## src/rtl/xconf_loader.sv

```systemverilog
// Configuration loader: streams words from a source memory into the control
// port, optionally bracketed by an xconf clear and an xconf save, or issues a restore.
module xconf_loader #(
  parameter int unsigned DATA_W          = 32,
  parameter int unsigned CTR_ADDR_W      = 6,
  parameter int unsigned MEM_ADDR_W      = 10,
  parameter int unsigned LEN_W           = 8,
  parameter int unsigned CONF_LIMIT      = 32,
  parameter int unsigned CONF_CLEAR_ADDR = 32,
  parameter int unsigned CONF_MEM_ADDR   = 33
) (
  input  logic                  clk,
  input  logic                  rst,
  input  logic                  start,
  input  logic                  restore,
  input  logic                  abort,
  input  logic [MEM_ADDR_W-1:0] src_addr,
  input  logic [CTR_ADDR_W-1:0] dst_addr,
  input  logic [LEN_W-1:0]      len,
  input  logic                  clear_first,
  input  logic                  save_after,
  output logic                  mem_en,
  output logic [MEM_ADDR_W-1:0] mem_addr,
  input  logic [DATA_W-1:0]     mem_data,
  output logic                  ctr_valid,
  output logic                  ctr_we,
  output logic [CTR_ADDR_W-1:0] ctr_addr,
  output logic [DATA_W-1:0]     ctr_data_out,
  output logic                  busy,
  output logic                  done,
  output logic                  err,
  output logic [2:0]            dbg_state
);

  localparam int unsigned IDX_W = LEN_W + 1;

  typedef enum logic [2:0] {
    S_IDLE    = 3'd0,
    S_CLEAR   = 3'd1,
    S_FETCH   = 3'd2,
    S_STREAM  = 3'd3,
    S_SAVE    = 3'd4,
    S_RESTORE = 3'd5,
    S_DONE    = 3'd6
  } state_t;

  // Handshake: start/restore are single-cycle requests sampled only in IDLE;
  // mem_data must be valid the cycle after mem_en; every ctr_valid cycle is one
  // control access that the target accepts unconditionally.

  state_t                state_q;
  logic [MEM_ADDR_W-1:0] src_q;
  logic [CTR_ADDR_W-1:0] dst_q;
  logic [LEN_W-1:0]      len_q;
  logic                  clear_q;
  logic                  save_q;
  logic [LEN_W-1:0]      wr_idx_q;

  logic [31:0]           span_d;
  logic                  start_ok_d;
  logic [CTR_ADDR_W-1:0] wr_addr_d;
  logic [IDX_W-1:0]      rd_idx_d;
  logic                  rd_more_d;
  logic [MEM_ADDR_W-1:0] rd_addr_d;
  logic                  stream_end_d;

  // Reads run two words ahead of writes because mem_data is registered into ctr_data_out.
  always_comb begin
    span_d       = 32'(dst_addr) + 32'(len);
    start_ok_d   = (len != '0) && (span_d <= 32'(CONF_LIMIT));
    wr_addr_d    = dst_q + CTR_ADDR_W'(wr_idx_q);
    rd_idx_d     = {1'b0, wr_idx_q} + IDX_W'(2);
    rd_more_d    = rd_idx_d < {1'b0, len_q};
    rd_addr_d    = src_q + MEM_ADDR_W'(rd_idx_d);
    stream_end_d = (wr_idx_q == len_q);
  end

  always_ff @(posedge clk or negedge rst) begin
    if (!rst) begin
      state_q      <= S_IDLE;
      src_q        <= '0;
      dst_q        <= '0;
      len_q        <= '0;
      clear_q      <= 1'b0;
      save_q       <= 1'b0;
      wr_idx_q     <= '0;
      mem_en       <= 1'b0;
      mem_addr     <= '0;
      ctr_valid    <= 1'b0;
      ctr_we       <= 1'b0;
      ctr_addr     <= '0;
      ctr_data_out <= '0;
      busy         <= 1'b0;
      done         <= 1'b0;
      err          <= 1'b0;
    end else begin
      done <= 1'b0;
      err  <= 1'b0;
      if (state_q != S_IDLE && abort) begin
        state_q   <= S_IDLE;
        mem_en    <= 1'b0;
        ctr_valid <= 1'b0;
        ctr_we    <= 1'b0;
        busy      <= 1'b0;
      end else begin
        case (state_q)
          S_IDLE: begin
            if (start) begin
              src_q    <= src_addr;
              dst_q    <= dst_addr;
              len_q    <= len;
              clear_q  <= clear_first;
              save_q   <= save_after;
              wr_idx_q <= '0;
              if (!start_ok_d) begin
                err <= 1'b1;
              end else if (clear_first) begin
                state_q      <= S_CLEAR;
                busy         <= 1'b1;
                ctr_valid    <= 1'b1;
                ctr_we       <= 1'b1;
                ctr_addr     <= CTR_ADDR_W'(CONF_CLEAR_ADDR);
                ctr_data_out <= '0;
              end else begin
                state_q  <= S_FETCH;
                busy     <= 1'b1;
                mem_en   <= 1'b1;
                mem_addr <= src_addr;
              end
            end else if (restore) begin
              state_q   <= S_RESTORE;
              busy      <= 1'b1;
              ctr_valid <= 1'b1;
              ctr_we    <= 1'b0;
              ctr_addr  <= CTR_ADDR_W'(CONF_MEM_ADDR);
            end
          end
          S_CLEAR: begin
            state_q   <= S_FETCH;
            ctr_valid <= 1'b0;
            ctr_we    <= 1'b0;
            mem_en    <= 1'b1;
            mem_addr  <= src_q;
          end
          S_FETCH: begin
            state_q <= S_STREAM;
            mem_en  <= (len_q > LEN_W'(1));
            if (len_q > LEN_W'(1)) begin
              mem_addr <= src_q + MEM_ADDR_W'(1);
            end
          end
          S_STREAM: begin
            if (stream_end_d) begin
              mem_en <= 1'b0;
              if (save_q) begin
                state_q      <= S_SAVE;
                ctr_valid    <= 1'b1;
                ctr_we       <= 1'b1;
                ctr_addr     <= CTR_ADDR_W'(CONF_MEM_ADDR);
                ctr_data_out <= '0;
              end else begin
                state_q   <= S_DONE;
                ctr_valid <= 1'b0;
                ctr_we    <= 1'b0;
                done      <= 1'b1;
              end
            end else begin
              ctr_valid    <= 1'b1;
              ctr_we       <= 1'b1;
              ctr_addr     <= wr_addr_d;
              ctr_data_out <= mem_data;
              wr_idx_q     <= wr_idx_q + LEN_W'(1);
              mem_en       <= rd_more_d;
              if (rd_more_d) begin
                mem_addr <= rd_addr_d;
              end
            end
          end
          S_SAVE, S_RESTORE: begin
            state_q   <= S_DONE;
            ctr_valid <= 1'b0;
            ctr_we    <= 1'b0;
            done      <= 1'b1;
          end
          S_DONE: begin
            state_q <= S_IDLE;
            busy    <= 1'b0;
          end
          default: begin
            state_q   <= S_IDLE;
            mem_en    <= 1'b0;
            ctr_valid <= 1'b0;
            ctr_we    <= 1'b0;
            busy      <= 1'b0;
          end
        endcase
      end
    end
  end

  assign dbg_state = state_q;

endmodule

```

## config.mk

```make
export PLATFORM = sky130hd
export DESIGN_NAME = xconf_loader
export DESIGN_NICKNAME = d
export VERILOG_FILES = /design/src/rtl/xconf_loader.sv
export SDC_FILE = /design/constraint.sdc
export NUM_CORES = 1
export LEC_CHECK = 0
export ABC_AREA = 1
export CAP_MARGIN = 20
export CORE_MARGIN = 3
export CORE_UTILIZATION = 45
export DETAILED_ROUTE_END_ITERATION = 6
export PLACE_DENSITY = 0.72
export SETUP_SLACK_MARGIN = 0.1
export SLEW_MARGIN = 10
export SYNTH_ARGS = -nofsm -noshare
export SYNTH_HDL_FRONTEND = slang
export SYNTH_SLANG_ARGS = --single-unit
```

## constraint.sdc

```tcl
create_clock -name clk -period 3.6 [get_ports clk]
set_clock_uncertainty 0.15 [all_clocks]
set_input_delay 0.36 -clock clk [delete_from_list [all_inputs] [get_ports clk]]
set_output_delay 0.36 -clock clk [all_outputs]
set_load 0.005 [all_outputs]
```

; ---- Word-level counts from Yosys, hierarchy flattened
; Cells that the tools add are included.
[classes]
reduce_logical = 20
add_sub_neg = 6
bitwise_logic = 1
mux = 61
n_lt_le_gt_ge = 3
eq_ne = 28
[ops]
columns = op, n
row1 = 32-bit 2-to-1 mux, 5
row2 = 32-bit case mux with 2 select lines, 1
row3 = 10-bit 2-to-1 mux, 6
row4 = 10-bit case mux with 4 select lines, 1
row5 = 6-bit 2-to-1 mux, 6
row6 = 1-bit 2-to-1 mux, 25
row7 = "3-bit inequality test, second input constant", 8
row8 = 8-bit 2-to-1 mux, 2
row9 = 8-bit case mux with 2 select lines, 1
row10 = 3-bit 2-to-1 mux, 5
row11 = 3-bit case mux with 5 select lines, 1
row12 = "2-bit inequality test, second input constant", 7
row13 = "4-bit inequality test, second input constant", 3
row14 = 6-bit case mux with 2 select lines, 1
row15 = 4-bit AND reduction, 3
row16 = 6-bit AND reduction, 2
row17 = "10-bit by 1-bit adder with 10-bit output, second input constant", 1
row18 = 10-bit by 9-bit adder with 10-bit output, 1
row19 = 6-bit by 8-bit adder with 9-bit output, 1
row20 = "8-bit by 2-bit adder with 9-bit output, second input constant", 1
row21 = "3-bit == test, second input constant", 3
row22 = "9-bit by 6-bit less-or-equal comparator with 1-bit output, second input constant", 1
row23 = 9-bit by 8-bit less-than comparator with 1-bit output, 1
row24 = 3-bit AND reduction, 3
row25 = other kinds (22), 30
[totals]
ff_bits = 90
in_bits = 63
wordCells = 134
output_inout_bits = 57

; ---- Logic depth before layout (Yosys ltp)
; Gate-level depths: netlist of run 1.
[logic_depth]
ltp_word = 7
mapped_depth = 17
mapped_depth_nobuf = 17

; ---- Least setup slack after synthesis of run 1
; No wires, ideal clock.
[synth_timing]
path_type = register to register
from = register wr_idx_q[1]
to = register mem_addr[8]
synth_period_minus_slack_ns = 2.494
arrival_time_ns = 2.226
setup_ns = 0.118
required_ns = 3.332
setup_slack_ns = 1.106
stages_incl_launch_ff = 15
path_buffers = 0
path_cell_list = dfrtp_1 ha_1 nand2_1 nor2_1 xor2_1 nor2_1 ha_1 a21oi_1 nor2_1 a211oi_1 nand3_1 nand2_1 o21ai_0 nand3_1 nand2_1
[synth_between]
elab_chain_len = 5
elab_cells_between_ends = 10
classes_between = 2 x add/sub / 1 x order compare / 3 x eq/ne / 3 x mux / 1 x reduce/logical
[synth_lines]
columns = item, line_no
row1 = "start, declared", 57  ; logic [LEN_W-1:0] wr_idx_q;
row2 = "start signal, assigned", 172  ; wr_idx_q <= wr_idx_q + LEN_W'(1);
row3 = 8-bit by 2-bit adder with 9-bit output, 72  ; rd_idx_d = {1'b0, wr_idx_q} + IDX_W'(2);
row4 = 10-bit by 9-bit adder with 10-bit output, 74  ; rd_addr_d = src_q + MEM_ADDR_W'(rd_idx_d);
row5 = 10-bit 2-to-1 mux, 174  ; if (rd_more_d) begin
row6 = 10-bit 2-to-1 mux, 153  ; if (stream_end_d) begin
row7 = 10-bit case mux with 4 select lines, 106  ; case (state_q)
row8 = "end signal, assigned", 128  ; mem_addr <= src_addr;
row9 = "end signal, assigned", 149  ; mem_addr <= src_q + MEM_ADDR_W'(1);
row10 = "end signal, assigned", 175  ; mem_addr <= rd_addr_d;
row11 = "end, declared", 23  ; output logic [MEM_ADDR_W-1:0] mem_addr,
; Several ways; a longest one is shown, not always the timed one. The select of a mux whose other input is x is not followed.
; A chain may end at the register's enable or synchronous reset.

; ---- Worst setup path after layout of run 1
[layout_timing]
from = register wr_idx_q[2]
to = register mem_addr[8]
; Same word-level chain as after synthesis.

==> results.yml, run 1 <==
outcome:
  status: "complete, no violations"
placed_design:
  port_buffers: 119
  dpl.hpwl_um: 10800
  placed_area_um2: 6700
  place.gp.congestion: 0.910
  dp_slack_ns: 0.333
clock_network:
  cts_setup_buffers: 0
  root_buffer: "clkbuf_16"
  htree_levels: 3
  postCtsHoldBufs: 0
  cts_tree: "done"
  clock-sinks: 90
  cts_resized: 0
  path_clk_slew_ns: 0.07
  numCtsBuffers: 9
  clock_latency_ns: 0.35
  clock_path_buffers: 2
power_and_ir_drop:
  leakage_nw: 3.34
  switchingPower_mw: 1.88
  switching_share: 0.400
  p_int_mw: 2.83
  powerDensity_nw_per_um2: 672
  ir_drop_mv: 0.264
  pwr-share-comb: 0.456
  clkPwrFrac: 0.210
  p_seq_frac: 0.335
timing:
  tightest_slew_ns: 0.973
  finalWorstSetupSlack_ns: 0.366
  period_share: 0.898
  setup_viol: 0
  hold_slack_ns: 0.0243
  slew_violations: 0
  fin_setup_tns_ns: 0
  report.final.hold_viol_count: 0
  fmax_ghz: 0.309
  slew_headroom: 0.351
  layout_min_cycle_time_ns: 3.23
  rsz0062_at_grt: "no"
cells_and_area:
  final_area_um2: 7010
  fin_util: 0.604
  layout-drive-gt1-share: 0.0591
  nNetsFinal: 920
  antennaDiodeCount: 0
  area_delta_synth_final_pct: 29.3
  num-fill-cells: 1044
detailed_routing:
  drt_iter0_markers: 589
  drtPass1Iterations: 5
  wirelength_um: 14300
  vias: 5152
  detail-route-antenna-nets: 0
  drc_errors: 0
  vias_per_cell: 5.30
  wl_per_cell_um: 14.7
flow_run:
  maxCapViolCount: 0
critical_path:
  path_max_fanout: 7
  crit_family: "compound AO/OA/AOI/OAI gates"
  crit_slowest_cell: "dfrtp_1"
  cp-end-kind: "flip-flop"
  reg2reg_slack_ns: 0.37
  required_ns: 3.73
  worst_ep_arrival_time_ns: 3.36
  cpMostUsedCell: "nor2_1"
  path_cells: "ha_1 -> nand2_1 -> nor2_1 -> xor2_1 -> nor2_1 -> ha_1 -> a21oi_1 -> nor2_1 -> a211oi_1 -> a21oi_1 -> o21ai_0 -> nand3_1 -> nand2_1"
  crit_buf_inv: 0
  slowest_delay_ns: 0.52
  startpoint_type: "flip-flop"
  worstSetupPathType: "flip-flop to flip-flop"
min_path:
  worstHoldPathType: "input pin to async pin"
synthesis:
  syn_nets: 804
  synth_seq_area_share: 0.415
  synth_area_per_cell_um2: 7.66
  ys_types: 50
  ys_warn_count: 0
  syn_area_um2: 5420
  ys_ff_latch: 90
  async_flop_share: 1.00
  netlist_instances: 708
  synth_edf_count: 0
  synthFlopType: "dfrtp_1"
grt:
  grt_first_pass_wirelength_um: 23200
  grt.total_usage: 0.216
  grt_pass1_vias: 4872
  antenna_found_initial: 0
  overflow: 0
  grt_max_degree: 77
floorplan:
  die_area_um2: 13400
  die_x_um: 116
  start_util: 0.467
  die_h_um: 116
  io-pin-count: 120
  coreArea_um2: 11600
  num_rows: 39
==> flip-flops by register name, summed over array words and instances, names as in the netlist <==
name / count
busy: 1
dbg_state: 3
ctr_addr: 6
dst_q: 6
mem_addr: 10
ctr_data_out: 32
ctr_we: 1
src_q: 10
ctr_valid: 1
mem_en: 1
save_q: 1
wr_idx_q: 8
len_q: 8
done: 1
err: 1
==> cells in the mapped netlist, types with 6 or more instances <==
cell type / instances / share of area
nand3_1: 38 / 0.035
nand4_1: 10 / 0.012
xor2_1: 12 / 0.019
o21ai_0: 26 / 0.024
dfrtp_1: 90 / 0.42
ha_1: 30 / 0.069
inv_1: 59 / 0.041
o21ai_1: 35 / 0.032
inv_2: 7 / 0.0048
nand2_1: 252 / 0.17
buf_6: 6 / 0.012
a21oi_1: 22 / 0.020
nor2_1: 44 / 0.030
clkbuf_1: 7 / 0.0048
nor3_1: 6 / 0.0055
==> metrics by stage <==
step,power [mW],cells
floorplan,2.90,708
global placement,3.66,956
detailed placement,3.73,956
CTS,4.73,972
global route,5.08,972
finish,4.71,972
==> power groups by stage <==
stage	clock [mW]	combinational (mW)	sequential [mW]
floorplan	0	1.33	1.57
global placement	0	2.08	1.58
detailed placement	0	2.14	1.59
CTS	1.01	2.15	1.58
global route	1.05	2.41	1.62
finish	0.987	2.15	1.58
==> layout by cell type, fill, tap and decap left out, types with 3 or more instances in the layout <==
cell,instances
nor2_2,3
nand3_1,38
inv_2,7
nand3_2,3
xnor2_1,4
xor2_1,12
o21ai_1,35
nand4_1,10
ha_1,30
dfrtp_1,90
o31ai_1,3
nor2_1,44
nor3_1,6
a21oi_1,22
buf_4,4
clkbuf_16,9
or2_1,3
o21ai_0,26
nand2_1,252
inv_1,59
nand2_2,5
clkdlybuf4s50_1,118
o211ai_1,4
fa_1,3
nand3b_1,3
==> logic make-up (layout without fill, tap and decap cells) <==
logic type / after synthesis / in the layout / synth area share
AND/OR/NAND/NOR: 379 / 379 / 0.300
AO/OA/AOI/OAI: 105 / 105 / 0.109
flip-flops: 90 / 90 / 0.415
buffers and inverters: 85 / 206 / 0.0688
adder cells (fa/ha/maj): 33 / 33 / 0.0803
XOR/XNOR: 16 / 16 / 0.0258
==> worst paths after layout <==
kind | from | end | depth (start not counted)
hold / removal | rst | src_q[2] | 1
min in group clk | ctr_we | ctr_we | 2
setup reg to reg | wr_idx_q[2] | mem_addr[8] | 13
hold reg to reg | ctr_we | ctr_we | 2
max in group asynchronous | rst | ctr_data_out[19] | 2
setup / recovery | wr_idx_q[2] | mem_addr[8] | 13
==> routing by layer <==
metal  track usage  wire, um  part of all wire  up-vias
met4        0.0742       258             0.018        0
met2         0.352      6650              0.46      170
met1         0.297      6530              0.46     2425
li1              -         -                 -     2531
met3        0.0277       864             0.060       26
met5             0         0                 0        -
==> layout make-up <==
class | count | area, um^2 | share of cell area
clock inverter | 6 | 72.6 | 0.0104
tap | 143 | 179 | 0.0255
multi-input combinational | 533 | 2800 | 0.399
timing repair buffer | 122 | 1210 | 0.173
inverter | 68 | 258 | 0.0368
clock buffer | 10 | 239 | 0.0341
sequential | 90 | 2250 | 0.321
Power figures use the tool's default switching activity.
==> run 2: changes to the inputs <==
TNS_END_PERCENT = 100   (was unset)
==> results of run 2 <==
The final DEF is identical to that of run 1; final timing and power are the same.
==> run 3: changes to the inputs <==
CORE_UTILIZATION = 51   (was 45)
PLACE_DENSITY = 0.81   (was 0.72)
==> run 3 against run 2 <==
Net effect: clock power decreased by 35%; sequential power is essentially flat; routed wire length decreased by 2.4%; critical endpoint unchanged; non-clock buffer count up 2; cell area fell by 1.7%.
==> results.yml, run 3 (synthesis results as in run 1) <==
outcome:
  status: "complete, no violations"
cells_and_area:
  layout-drive-gt1-share: 0.0590
  layout_common_cells: "252 x nand2_1, 118 x clkdlybuf4s50_1, 90 x dfrtp_1"
  final_common_cell: "nand2_1"
  final_area_um2: 6890
  largest_reg_flops: 32
  reg_top3: "ctr_data_out x32, mem_addr x10, src_q x10"
  fin_util: 0.667
  fin_cells: 967
  num-fill-cells: 867
  nNetsFinal: 922
  regMostFlops: "ctr_data_out"
  area_delta_synth_final_pct: 27.0
  antennaDiodeCount: 0
critical_path:
  path_cells: "ha_1 -> nand2_1 -> nor3_1 -> xor2_1 -> inv_1 -> nor2_1 -> ha_1 -> nand2_1 -> nor2_1 -> a211oi_1 -> a21oi_1 -> o21ai_0 -> nand3_1 -> nand2_1"
  worst_ep_arrival_time_ns: 3.28
  reg2reg_from: "wr_idx_q[1]"
  crit_buf_inv: 1
  crit_slowest_cell: "dfrtp_1"
  crit_start: "wr_idx_q[1]"
  slowest_delay_ns: 0.55
  crit_family: "simple AND/OR/NAND/NOR gates"
  path_max_fanout: 7
  worstSetupPathType: "flip-flop to flip-flop"
  reg2reg_slack_ns: 0.48
  rr_worst_depth: 14
  crit_path_end: "mem_addr[8]"
  crit_cells: 14
  cp-end-kind: "flip-flop"
  reg2reg_to: "mem_addr[8]"
  cpMostUsedCell: "nand2_1"
  required_ns: 3.75
  startpoint_type: "flip-flop"
timing:
  hold_slack_ns: 0.335
  fin_setup_tns_ns: 0
  fmax_ghz: 0.320
  finalWorstSetupSlack_ns: 0.476
  rsz0062_at_grt: "no"
  setup_viol: 0
  slew_headroom: 0.430
  slew_violations: 0
  layout_min_cycle_time_ns: 3.12
  tightest_slew_ns: 0.855
  period_share: 0.868
  report.final.hold_viol_count: 0
placed_design:
  place_inst: 950
  placed_area_um2: 6700
  dp_slack_ns: 0.302
  port_buffers: 119
  place.gp.congestion: 0.924
  dpl.hpwl_um: 10800
clock_network:
  path_clk_slew_ns: 0.08
  root_buffer: "clkbuf_8"
  htree_levels: 3
  clock_path_buffers: 2
  numCtsBuffers: 9
  cts_tree: "done"
  clock-sinks: 90
  clock_latency_ns: 0.36
power_and_ir_drop:
  power.total_mw: 4.36
  powerDensity_nw_per_um2: 634
  ir_drop_mv: 0.281
  leakage_nw: 3.28
min_path:
  worstHoldPathType: "flip-flop to flip-flop"
floorplan:
  start_util: 0.525
  die_h_um: 109
  coreArea_um2: 10300
  die_x_um: 109
  num_rows: 37
  die_area_um2: 11900
  io-pin-count: 120
grt:
  grt_first_pass_wirelength_um: 22700
  grt_max_degree: 69
  overflow: 0
  antenna_found_initial: 0
  grt_pass1_vias: 4868
  grt.total_usage: 0.240
detailed_routing:
  wirelength_um: 14000
  drt_iter0_markers: 473
  wl_per_cell_um: 14.4
  drc_errors: 0
  vias_per_cell: 5.30
  detail-route-antenna-nets: 0
  vias: 5124
  drtPass1Iterations: 5
flow_run:
  maxCapViolCount: 0
-- run 3: where the power goes --
group | internal, mW | leakage [nW] | switching [mW]
logic | 0.915 | 2.01 | 1.23
clock network | 0.288 | 0.0924 | 0.352
registers | 1.35 | 1.18 | 0.227
total | 2.55 | 3.28 | 1.81
-- run 3: worst min-delay path by stage --
stage | startpoint | cells after the start | slack, ns | endpoint
floorplan | rst | 0 | -0.09 | busy
global placement | ctr_we | 2 | 0.31 | ctr_we
detailed placement | ctr_we | 2 | 0.32 | ctr_we
CTS | ctr_we | 2 | 0.34 | ctr_we
global route | mem_addr[4] | 2 | 0.36 | mem_addr[4]
finish | ctr_we | 2 | 0.34 | ctr_we
-- run 3: cell type report --
cell class | instances | area, um^2 | area share
multi-input combinational | 533 | 2800 | 0.406
sequential | 90 | 2250 | 0.327
inverter | 68 | 258 | 0.0374
timing repair buffer | 124 | 1230 | 0.178
clock inverter | 4 | 26.3 | 0.00381
tap | 136 | 170 | 0.0247
clock buffer | 12 | 155 | 0.0225
-- run 3: metal layers --
metal,GRT usage,part of all wire,vias up
met3,0.0551,0.089,26
met1,0.312,0.42,2342
li1,-,-,2537
met2,0.405,0.48,219
met4,0.0631,0.016,0
met5,0,0,-
-- run 3: timing repair --
item                      in CTS  in global routing
buffers inserted               0                  0
resized for setup              0                  0
hold endpoints to repair      67                  0
hold buffers                   1                  0
-- run 3: worst register-to-register path, cell delays in order (launching register included) --
cell and delay [ns]:
dfrtp_1 0.55, ha_1 0.25, nand2_1 0.11, nor3_1 0.29, xor2_1 0.25, inv_1 0.06, nor2_1 0.13, ha_1 0.33
nand2_1 0.10, nor2_1 0.05, a211oi_1 0.23, a21oi_1 0.10, o21ai_0 0.27, nand3_1 0.13, nand2_1 0.08
